<file path="src/rtl/control_cmd_fillarea_pkg.sv">
// Shared types and sizes for the fill-area command front end.
// The payload struct mirrors the on-wire byte order: x1, y1, width, height, colour MSB first.
package control_cmd_fillarea_pkg;

    localparam int BYTES_PER_PIXEL        = 3;
    localparam int FILLAREA_PAYLOAD_BYTES = 4 + BYTES_PER_PIXEL;

    typedef enum logic [2:0] {
        IDLE,
        RECV,
        CHECK,
        LAUNCH,
        WAIT_SUB,
        DONE
    } fillarea_cmd_state_t;

    typedef struct packed {
        logic [7:0]                   x1;
        logic [7:0]                   y1;
        logic [7:0]                   width;
        logic [7:0]                   height;
        logic [BYTES_PER_PIXEL*8-1:0] color;
    } fillarea_payload_t;

    // One axis of the rectangle: origin on the panel, non-empty, and not running off the edge.
    // The sum is formed at 9 bits so byte values near 255 cannot wrap.
    function automatic logic rect_fits(input logic [7:0] org, input logic [7:0] len,
                                       input logic [8:0] span);
        logic [8:0] sum;
        sum = {1'b0, org} + {1'b0, len};
        return ({1'b0, org} < span) && (len != 8'd0) && (sum <= span);
    endfunction

endpackage

</file>
<file path="src/rtl/control_cmd_fillarea_payload_collector.sv">
// Purpose: shifts in a fixed-length multi-byte payload, first byte ends up in the top byte.
// Latency: complete is combinational on the strobe of the final byte; payload is valid next cycle.
// Backpressure: none; the caller gates shift_en and may clear a partial payload at any time.
module control_payload_collector #(
    parameter int NUM_BYTES = 7
) (
    input  logic                   clk,
    input  logic                   reset,
    input  logic                   clear,
    input  logic                   shift_en,
    input  logic [7:0]             data_in,
    output logic [NUM_BYTES*8-1:0] payload,
    output logic                   complete
);

    localparam int IDX_W = (NUM_BYTES > 1) ? $clog2(NUM_BYTES) : 1;
    localparam logic [IDX_W-1:0] LAST_IDX = IDX_W'(NUM_BYTES - 1);

    logic [IDX_W-1:0] byte_idx;

    assign complete = shift_en && (byte_idx == LAST_IDX);

    always_ff @(posedge clk) begin
        if (reset) begin
            byte_idx <= '0;
            payload  <= '0;
        end else if (clear) begin
            byte_idx <= '0;
        end else if (shift_en) begin
            payload  <= {payload[NUM_BYTES*8-9:0], data_in};
            byte_idx <= complete ? '0 : byte_idx + 1'b1;
        end
    end

endmodule

</file>
<file path="src/rtl/control_cmd_fillarea.sv">
// Purpose: collects the fill-area payload, range-checks it and runs the subcommand handshake.
// Latency: last payload byte to subcmd_enable (accept) or done (reject) is 2 cycles.
// Backpressure: done/error held until ack; enable low while collecting aborts the command.
module control_cmd_fillarea
    import control_cmd_fillarea_pkg::*;
#(
    parameter int PIXEL_WIDTH              = 64,
    parameter int PIXEL_HEIGHT             = 32,
    parameter int _NUM_COLUMN_ADDRESS_BITS = $clog2(PIXEL_WIDTH),
    parameter int _NUM_ROW_ADDRESS_BITS    = $clog2(PIXEL_HEIGHT)
) (
    input  logic                                clk,
    input  logic                                reset,
    input  logic                                enable,
    input  logic [7:0]                          data_in,
    input  logic                                data_valid,
    input  logic                                ack,
    output logic                                done,
    output logic                                error,
    output logic                                subcmd_enable,
    input  logic                                subcmd_done,
    output logic                                subcmd_ack,
    output logic [_NUM_COLUMN_ADDRESS_BITS-1:0] x1,
    output logic [_NUM_ROW_ADDRESS_BITS-1:0]    y1,
    output logic [_NUM_COLUMN_ADDRESS_BITS-1:0] width,
    output logic [_NUM_ROW_ADDRESS_BITS-1:0]    height,
    output logic [BYTES_PER_PIXEL*8-1:0]        color
);

    fillarea_cmd_state_t state;

    logic                                  capture;
    logic                                  abort;
    logic                                  last_byte;
    logic                                  accept;
    logic [FILLAREA_PAYLOAD_BYTES*8-1:0]   payload;
    fillarea_payload_t                     pl;

    // The first enable cycle may already carry byte 0, so IDLE captures as well as RECV.
    assign capture = data_valid && enable && ((state == IDLE) || (state == RECV));
    assign abort   = (state == RECV) && !enable;

    control_payload_collector #(
        .NUM_BYTES (FILLAREA_PAYLOAD_BYTES)
    ) u_collector (
        .clk      (clk),
        .reset    (reset),
        .clear    (abort),
        .shift_en (capture),
        .data_in  (data_in),
        .payload  (payload),
        .complete (last_byte)
    );

    assign pl     = payload;
    assign accept = rect_fits(pl.x1, pl.width,  9'(PIXEL_WIDTH)) &&
                    rect_fits(pl.y1, pl.height, 9'(PIXEL_HEIGHT));

    always_ff @(posedge clk) begin
        if (reset) begin
            state         <= IDLE;
            done          <= 1'b0;
            error         <= 1'b0;
            subcmd_enable <= 1'b0;
            subcmd_ack    <= 1'b0;
            x1            <= '0;
            y1            <= '0;
            width         <= '0;
            height        <= '0;
            color         <= '0;
        end else begin
            case (state)
                IDLE: begin
                    if (enable) begin
                        state <= last_byte ? CHECK : RECV;
                    end
                end
                RECV: begin
                    if (!enable) begin
                        state <= IDLE;
                    end else if (last_byte) begin
                        state <= CHECK;
                    end
                end
                CHECK: begin
                    if (accept) begin
                        // Truncation makes a full-span width/height encode as 0.
                        x1            <= pl.x1[_NUM_COLUMN_ADDRESS_BITS-1:0];
                        y1            <= pl.y1[_NUM_ROW_ADDRESS_BITS-1:0];
                        width         <= pl.width[_NUM_COLUMN_ADDRESS_BITS-1:0];
                        height        <= pl.height[_NUM_ROW_ADDRESS_BITS-1:0];
                        color         <= pl.color;
                        subcmd_enable <= 1'b1;
                        state         <= LAUNCH;
                    end else begin
                        done  <= 1'b1;
                        error <= 1'b1;
                        state <= DONE;
                    end
                end
                LAUNCH: begin
                    state <= WAIT_SUB;
                end
                WAIT_SUB: begin
                    // subcmd_ack doubles as the "done already seen" marker for the release cycle.
                    if (subcmd_ack) begin
                        subcmd_ack    <= 1'b0;
                        subcmd_enable <= 1'b0;
                        done          <= 1'b1;
                        error         <= 1'b0;
                        state         <= DONE;
                    end else if (subcmd_done) begin
                        subcmd_ack <= 1'b1;
                    end
                end
                DONE: begin
                    if (ack) begin
                        done  <= 1'b0;
                        error <= 1'b0;
                        state <= IDLE;
                    end
                end
                default: begin
                    state <= IDLE;
                end
            endcase
        end
    end

endmodule

</file>
<file path="config.mk">
export PLATFORM = sky130hd
export DESIGN_NAME = control_cmd_fillarea
export DESIGN_NICKNAME = d
export VERILOG_FILES = /design/src/rtl/control_cmd_fillarea_pkg.sv /design/src/rtl/control_cmd_fillarea_payload_collector.sv /design/src/rtl/control_cmd_fillarea.sv
export SDC_FILE = /design/constraint.sdc
export NUM_CORES = 1
export LEC_CHECK = 0
export ABC_AREA = 1
export CORE_AREA = 2 2 121 112
export CTS_CLUSTER_SIZE = 40
export DETAILED_ROUTE_END_ITERATION = 8
export DIE_AREA = 0 0 123 114
export GPL_TIMING_DRIVEN = 1
export PLACE_DENSITY = 0.68
export SLEW_MARGIN = 20
export SYNTH_ARGS = -nofsm -noshare
export SYNTH_HDL_FRONTEND = slang
export SYNTH_SLANG_ARGS = --single-unit
</file>
<file path="constraint.sdc">
create_clock -name clk -period 6.2 [get_ports clk]
set_clock_uncertainty 0.15 [all_clocks]
set_input_delay 1.24 -clock clk [delete_from_list [all_inputs] [get_ports clk]]
set_output_delay 1.24 -clock clk [all_outputs]
set_load 0.05 [all_outputs]
</file>
# Word-level counts from Yosys, hierarchy flattened
# Cells that the tools add are included.
# totals
input_bits	14
elab_cells	73
latchBits	0
out_inout_bits	50
ramBits	0
n_memories	0
reg_bits	112
mem_bits_ro	0
# classes
eq_ne	12
n_reduce_logical	22
mul	0
n_addsub	3
muxes	19
div	0
n_lt_le_gt_ge	4
bitwise	1
shifts	0
# ops
cell	n
3-bit 2-to-1 mux	7
8-bit by 8-bit adder with 9-bit output	2
3-bit case mux with 6 select lines	1
8-bit nonzero test	2
2-bit inequality test (second input constant)	5
3-bit equality test (second input constant)	3
9-bit by 6-bit <= comparator with 1-bit output (second input constant)	1
9-bit by 7-bit <= comparator with 1-bit output (second input constant)	1
1-bit logical AND	9
8-bit by 6-bit < comparator with 1-bit output (second input constant)	1
8-bit by 7-bit < comparator with 1-bit output (second input constant)	1
4-bit AND reduction	2
1-bit 2-to-1 mux	7
3-bit by 2-bit equality test with 1-bit output (second input constant)	2
1-bit case mux with 3 select lines	2
2-bit AND reduction	2
3-bit by 1-bit adder with 3-bit output (second input constant)	1
3-bit by 1-bit equality test with 1-bit output (second input constant)	1
3-bit logical NOT	1
3-bit inequality test (second input constant)	1
3-bit AND reduction	1
3-bit nonzero test	1
2-bit 2-to-1 mux	1
1-bit case mux with 2 select lines	1
5 further kinds	5

# Logic depth before layout (Yosys ltp)
# depth
ltp_word	7
mapped_depth	17
depth_no_buf	15

# Hierarchy
# A second synthesis with hierarchy kept.
# hier_totals
hier_cells	802
area_unflattened_um2	5393.9
# modules_own_cells
module	seq_area_each_um2	n_inst	area_per_inst_um2	cells_each
control_cmd_fillarea	1061.0	1	2834.0	413
control_payload_collector	1181.1	1	2560.0	389

# Worst setup path before layout
# No wires, ideal clock.
# synth_timing
kind	register to register
from	register u_collector.payload[32]
to	register height[1]
n_path_buf	2
setup_slack_ps	3698
path_stages_with_launch	16
t_arrival_ps	2236
period_less_slack_ps	2502
path_cell_list	dfxtp_1 -> ha_1 -> fa_1 -> or2_2 -> nor2_1 -> nand3_1 -> nor2_1 -> nand2_1 -> nand2_1 -> nand3_2 -> nor2_4 -> inv_2 -> buf_6 -> buf_6 -> nor2_2 -> nor2_1
# synth_between
elab_chain_cells	5
elab_cells_between_ends	7
classes_between	add/sub (1); order compare (1); reduce/logical (5)
# synth_lines
item	line_no	text
start: declaration	control_cmd_fillarea_payload_collector.sv:12	output logic [NUM_BYTES*8-1:0] payload,
start signal: assignment	control_cmd_fillarea_payload_collector.sv:30	payload <= {payload[NUM_BYTES*8-9:0], data_in};
8-bit by 8-bit adder with 9-bit output / 8-bit nonzero test (equally long branches)	control_cmd_fillarea_pkg.sv:30, control_cmd_fillarea_pkg.sv:31	
9-bit by 7-bit <= comparator with 1-bit output / 1-bit logical AND (equally long branches)	control_cmd_fillarea_pkg.sv:31	return ({1'b0, org} < span) && (len != 8'd0) && (sum <= span);
1-bit logical AND *	control_cmd_fillarea_pkg.sv:31	
1-bit logical AND *	control_cmd_fillarea.sv:56	assign accept = rect_fits(pl.x1, pl.width, 9'(PIXEL_WIDTH)) &&
2-bit AND reduction (no line) *	-	
end signal: assignment	control_cmd_fillarea.sv:91	height <= pl.height[_NUM_ROW_ADDRESS_BITS-1:0];
end: declaration	control_cmd_fillarea.sv:26	output logic [_NUM_ROW_ADDRESS_BITS-1:0] height,
# Mark *: on every way between the ends. The rest lies on a longest branch, timed or not.
# A chain may end at the register's enable or synchronous reset.

# Worst setup path after layout
# layout_timing
from	register u_collector.payload[24]
to	register color[18]
# layout_between
elab_chain_cells	5
elab_cells_between_ends	7
classes_between	add/sub (1); order compare (1); reduce/logical (5)
# layout_lines
item	line_no	text
8-bit by 8-bit adder with 9-bit output / 8-bit nonzero test (equally long branches)	control_cmd_fillarea_pkg.sv:30, control_cmd_fillarea_pkg.sv:31	
9-bit by 6-bit <= comparator with 1-bit output / 1-bit logical AND (equally long branches)	control_cmd_fillarea_pkg.sv:31	
1-bit logical AND *	control_cmd_fillarea_pkg.sv:31	
1-bit logical AND *	control_cmd_fillarea.sv:56	
2-bit AND reduction (no line) *	-	
end signal: assignment	control_cmd_fillarea.sv:92	color <= pl.color;
end: declaration	control_cmd_fillarea.sv:27	output logic [BYTES_PER_PIXEL*8-1:0] color
# Marks and branches as above.

==> impl_metrics.json <==
{
  "status": "finished clean",
  "met2_usage_pct": 27.4,
  "startpoint_type": "flop",
  "drc": 0,
  "ys_seq_elements": 112,
  "rsz0062_at_grt": "no",
  "tightest_slew_ns": 1.03,
  "fmax_mhz": 283,
  "hold_path.class": "reg -> reg",
  "dieHeight_um": 114,
  "worstRegToRegCells": 14,
  "grt_use_met3_pct": 3.40,
  "dieArea_um2": 14000,
  "gp_congestion": 0.839,
  "timing.final.crit_share_pct": 57.1,
  "grt_max_degree": 70,
  "grt-ovfl-total": 0,
  "cp.arrival_ns": 3.62,
  "synthesis.nets": 706,
  "final_cell_area_um2": 5910,
  "placed_area_um2": 5570,
  "ys.warnings.count": 0,
  "fin_nets": 751,
  "synthCells": 672,
  "clockRootBuffer": "clkbuf_16",
  "syn2layout_area_growth_pct": 20.9,
  "synth_seq_area_share_pct": 45.9,
  "p_leak_nw": 2.61,
  "fp.coreArea_um2": 12900,
  "first_global_vias": 3963,
  "drive_above_1_share_pct": 6.51,
  "ys_top_cells_by_area": "dfxtp_1 (46%), nor2_1 (17%), o21ai_0 (9.5%), nand2_1 (5.7%), ha_1 (4.6%)",
  "cts_resized": 0,
  "relSlewSlack_pct": 31.0,
  "via_per_inst": 4.76,
  "io_buffer_count": 63,
  "final_max_slew_viol_count": 0,
  "synth_cell_type_count": 30,
  "grt_pass1_wl_mm": 18.7,
  "synth_top_area_share_pct": 45.9,
  "postRouteAntennaNets": 0,
  "cts-buffers-inserted": 9,
  "setup_viol": 0,
  "ys.flop_type": "dfxtp_1",
  "dr.pass1.iters": 4,
  "track_usage_pct": 16.3,
  "cts_setup_buffers": 0,
  "synth-edff-count": 0,
  "clk_latency_ns": 0.34,
  "wl_per_cell_um": 12.2,
  "end_kind": "flop",
  "synth_area_um2": 4890,
  "dieWidth_um": 123,
  "hold_depth": 2,
  "criticalPathCategory": "reg -> reg",
  "final_util_pct": 45.8,
  "tritoncts": "yes",
  "stdcell_count": 890,
  "dpl.cell_count": 874,
  "first_iter_violations": 225,
  "num_rows": 40,
  "htree_levels": 3,
  "required_ns": 6.28,
  "hold_viol_final": 0,
  "dp.final_hpwl_mm": 6.99,
  "clock_path_buffers": 2,
  "peakVddDrop_mv": 0.199,
  "synthArstFlopShare_pct": 0,
  "avgSynthCellArea_um2": 7.27,
  "synth_area_leader_cell": "dfxtp_1",
  "ios": 64,
  "cts_sinks": 112,
  "floorplan.initialDensity_pct": 37.8,
  "antenna_found_initial": 0,
  "wl_mm": 10.9,
  "ctsHoldBuffers": 0,
  "busiest_layer": "met2",
  "max-cap-violations": 0,
  "vias": 4232,
  "antennaDiodeCount": 0,
  "p_per_area_nw_per_um2": 327,
  "crit_fanout": 48,
  "period_needed_ns": 3.54,
  "setup_tns_ns": 0,
  "use_met1_pct": 21.1,
  "clkSlewWorstSetupHoldPaths_ns": 0.08
}
[report_power, final]
group | switching, W | internal (W)
registers | 0.0000773 | 0.000793
logic | 0.000261 | 0.000156
clock network | 0.000273 | 0.000371
[cell usage in the layout, fill, tap and decap left out, types with 2 or more instances in the layout]
| cell | netlist | routed |
|---|---|---|
| nor2_1 | 215 | 215 |
| dfxtp_1 | 112 | 112 |
| o21ai_0 | 93 | 93 |
| nand2_1 | 74 | 74 |
| clkdlybuf4s50_1 | 0 | 63 |
| inv_1 | 39 | 38 |
| nor2_2 | 21 | 21 |
| nand3_1 | 18 | 18 |
| ha_1 | 18 | 18 |
| a21oi_1 | 16 | 16 |
| o21ai_1 | 13 | 13 |
| clkbuf_16 | 0 | 9 |
| buf_4 | 0 | 4 |
| nand4_1 | 3 | 3 |
| xor2_1 | 2 | 2 |
| inv_2 | 1 | 2 |
| fa_1 | 2 | 2 |
| bufinv_16 | 0 | 2 |
| inv_6 | 0 | 2 |
[logic make-up after synthesis]
family / share of synthesized area [%]
AOI/OAI and AO/OA: 13.4
xor gates and xnor gates: 0.358
adders and majority gates: 5.43
buffers and inverters: 6.89
DFF: 45.9
and+or+nand+nor: 28.1
[cells in the mapped netlist, types with 2 or more instances]
cell / n
a21oi_1: 16
buf_1: 4
buf_2: 2
buf_6: 8
clkbuf_1: 19
dfxtp_1: 112
fa_1: 2
ha_1: 18
inv_1: 39
nand2_1: 74
nand3_1: 18
nand4_1: 3
nor2_1: 215
nor2_2: 21
o21ai_0: 93
o21ai_1: 13
xor2_1: 2
[critical path: stages, from the launching register on]
cell and delay [ns]:
dfxtp_1 0.43, ha_1 0.23, fa_1 0.42, or2_1 0.23, nor2_1 0.10, nand3_1 0.08
nor2_1 0.10, nor2_1 0.06, nor2_2 0.11, nand3_2 0.14, nor2_4 0.10, buf_4 0.42
inv_2 0.51, nor2_1 0.26, nor2_1 0.06
[layer usage]
layer	wire length [µm]	share of wire [%]	vias to the layer above
met5	0	0	-
met4	108	0.99	0
met3	524	4.8	9
met2	5060	46	85
met1	5210	48	1904
li1	-	-	2234
[registers in the layout, summed over array words and instances (netlist names)]
register / count
color: 24
done: 1
error: 1
height: 5
state: 3
subcmd_ack: 1
subcmd_enable: 1
u_collector.byte_idx: 3
u_collector.payload: 56
width: 6
x1: 6
y1: 5
[path summary, 6_finish.rpt]
path / endpoint / startpoint / slack (ns)
worst min register to register: error / error / 0.31
worst min-delay path: error / error / 0.31
worst max-delay path: color[18] / u_collector.payload[24] / 2.66
worst max register to register: color[18] / u_collector.payload[24] / 2.66
[stage by stage]
step | setup WS [ns] | total power [W] | hold slack, ns
after CTS | 2.62 | 0.00195 | 0.309
final | 2.66 | 0.00193 | 0.306
after detailed placement | 2.64 | 0.00130 | 0.290
after global routing | 2.26 | 0.00205 | 0.356
after floorplan | 3.70 | 0.00119 | 0.284
after global placement | 2.67 | 0.00130 | 0.298
[area by class of cell]
| cell class | count | area (µm²) |
|---|---|---|
| Clock inverter | 6 | 98.8 |
| Timing Repair Buffer | 67 | 661 |
| Sequential cell | 112 | 2240 |
| Multi-Input combinational cell | 487 | 2310 |
| Clock buffer | 10 | 239 |
| Fill cell | 1287 | 7000 |
| Tap cell | 168 | 210 |
| Inverter | 40 | 150 |
No activity file was read; power rests on OpenSTA's default activity.
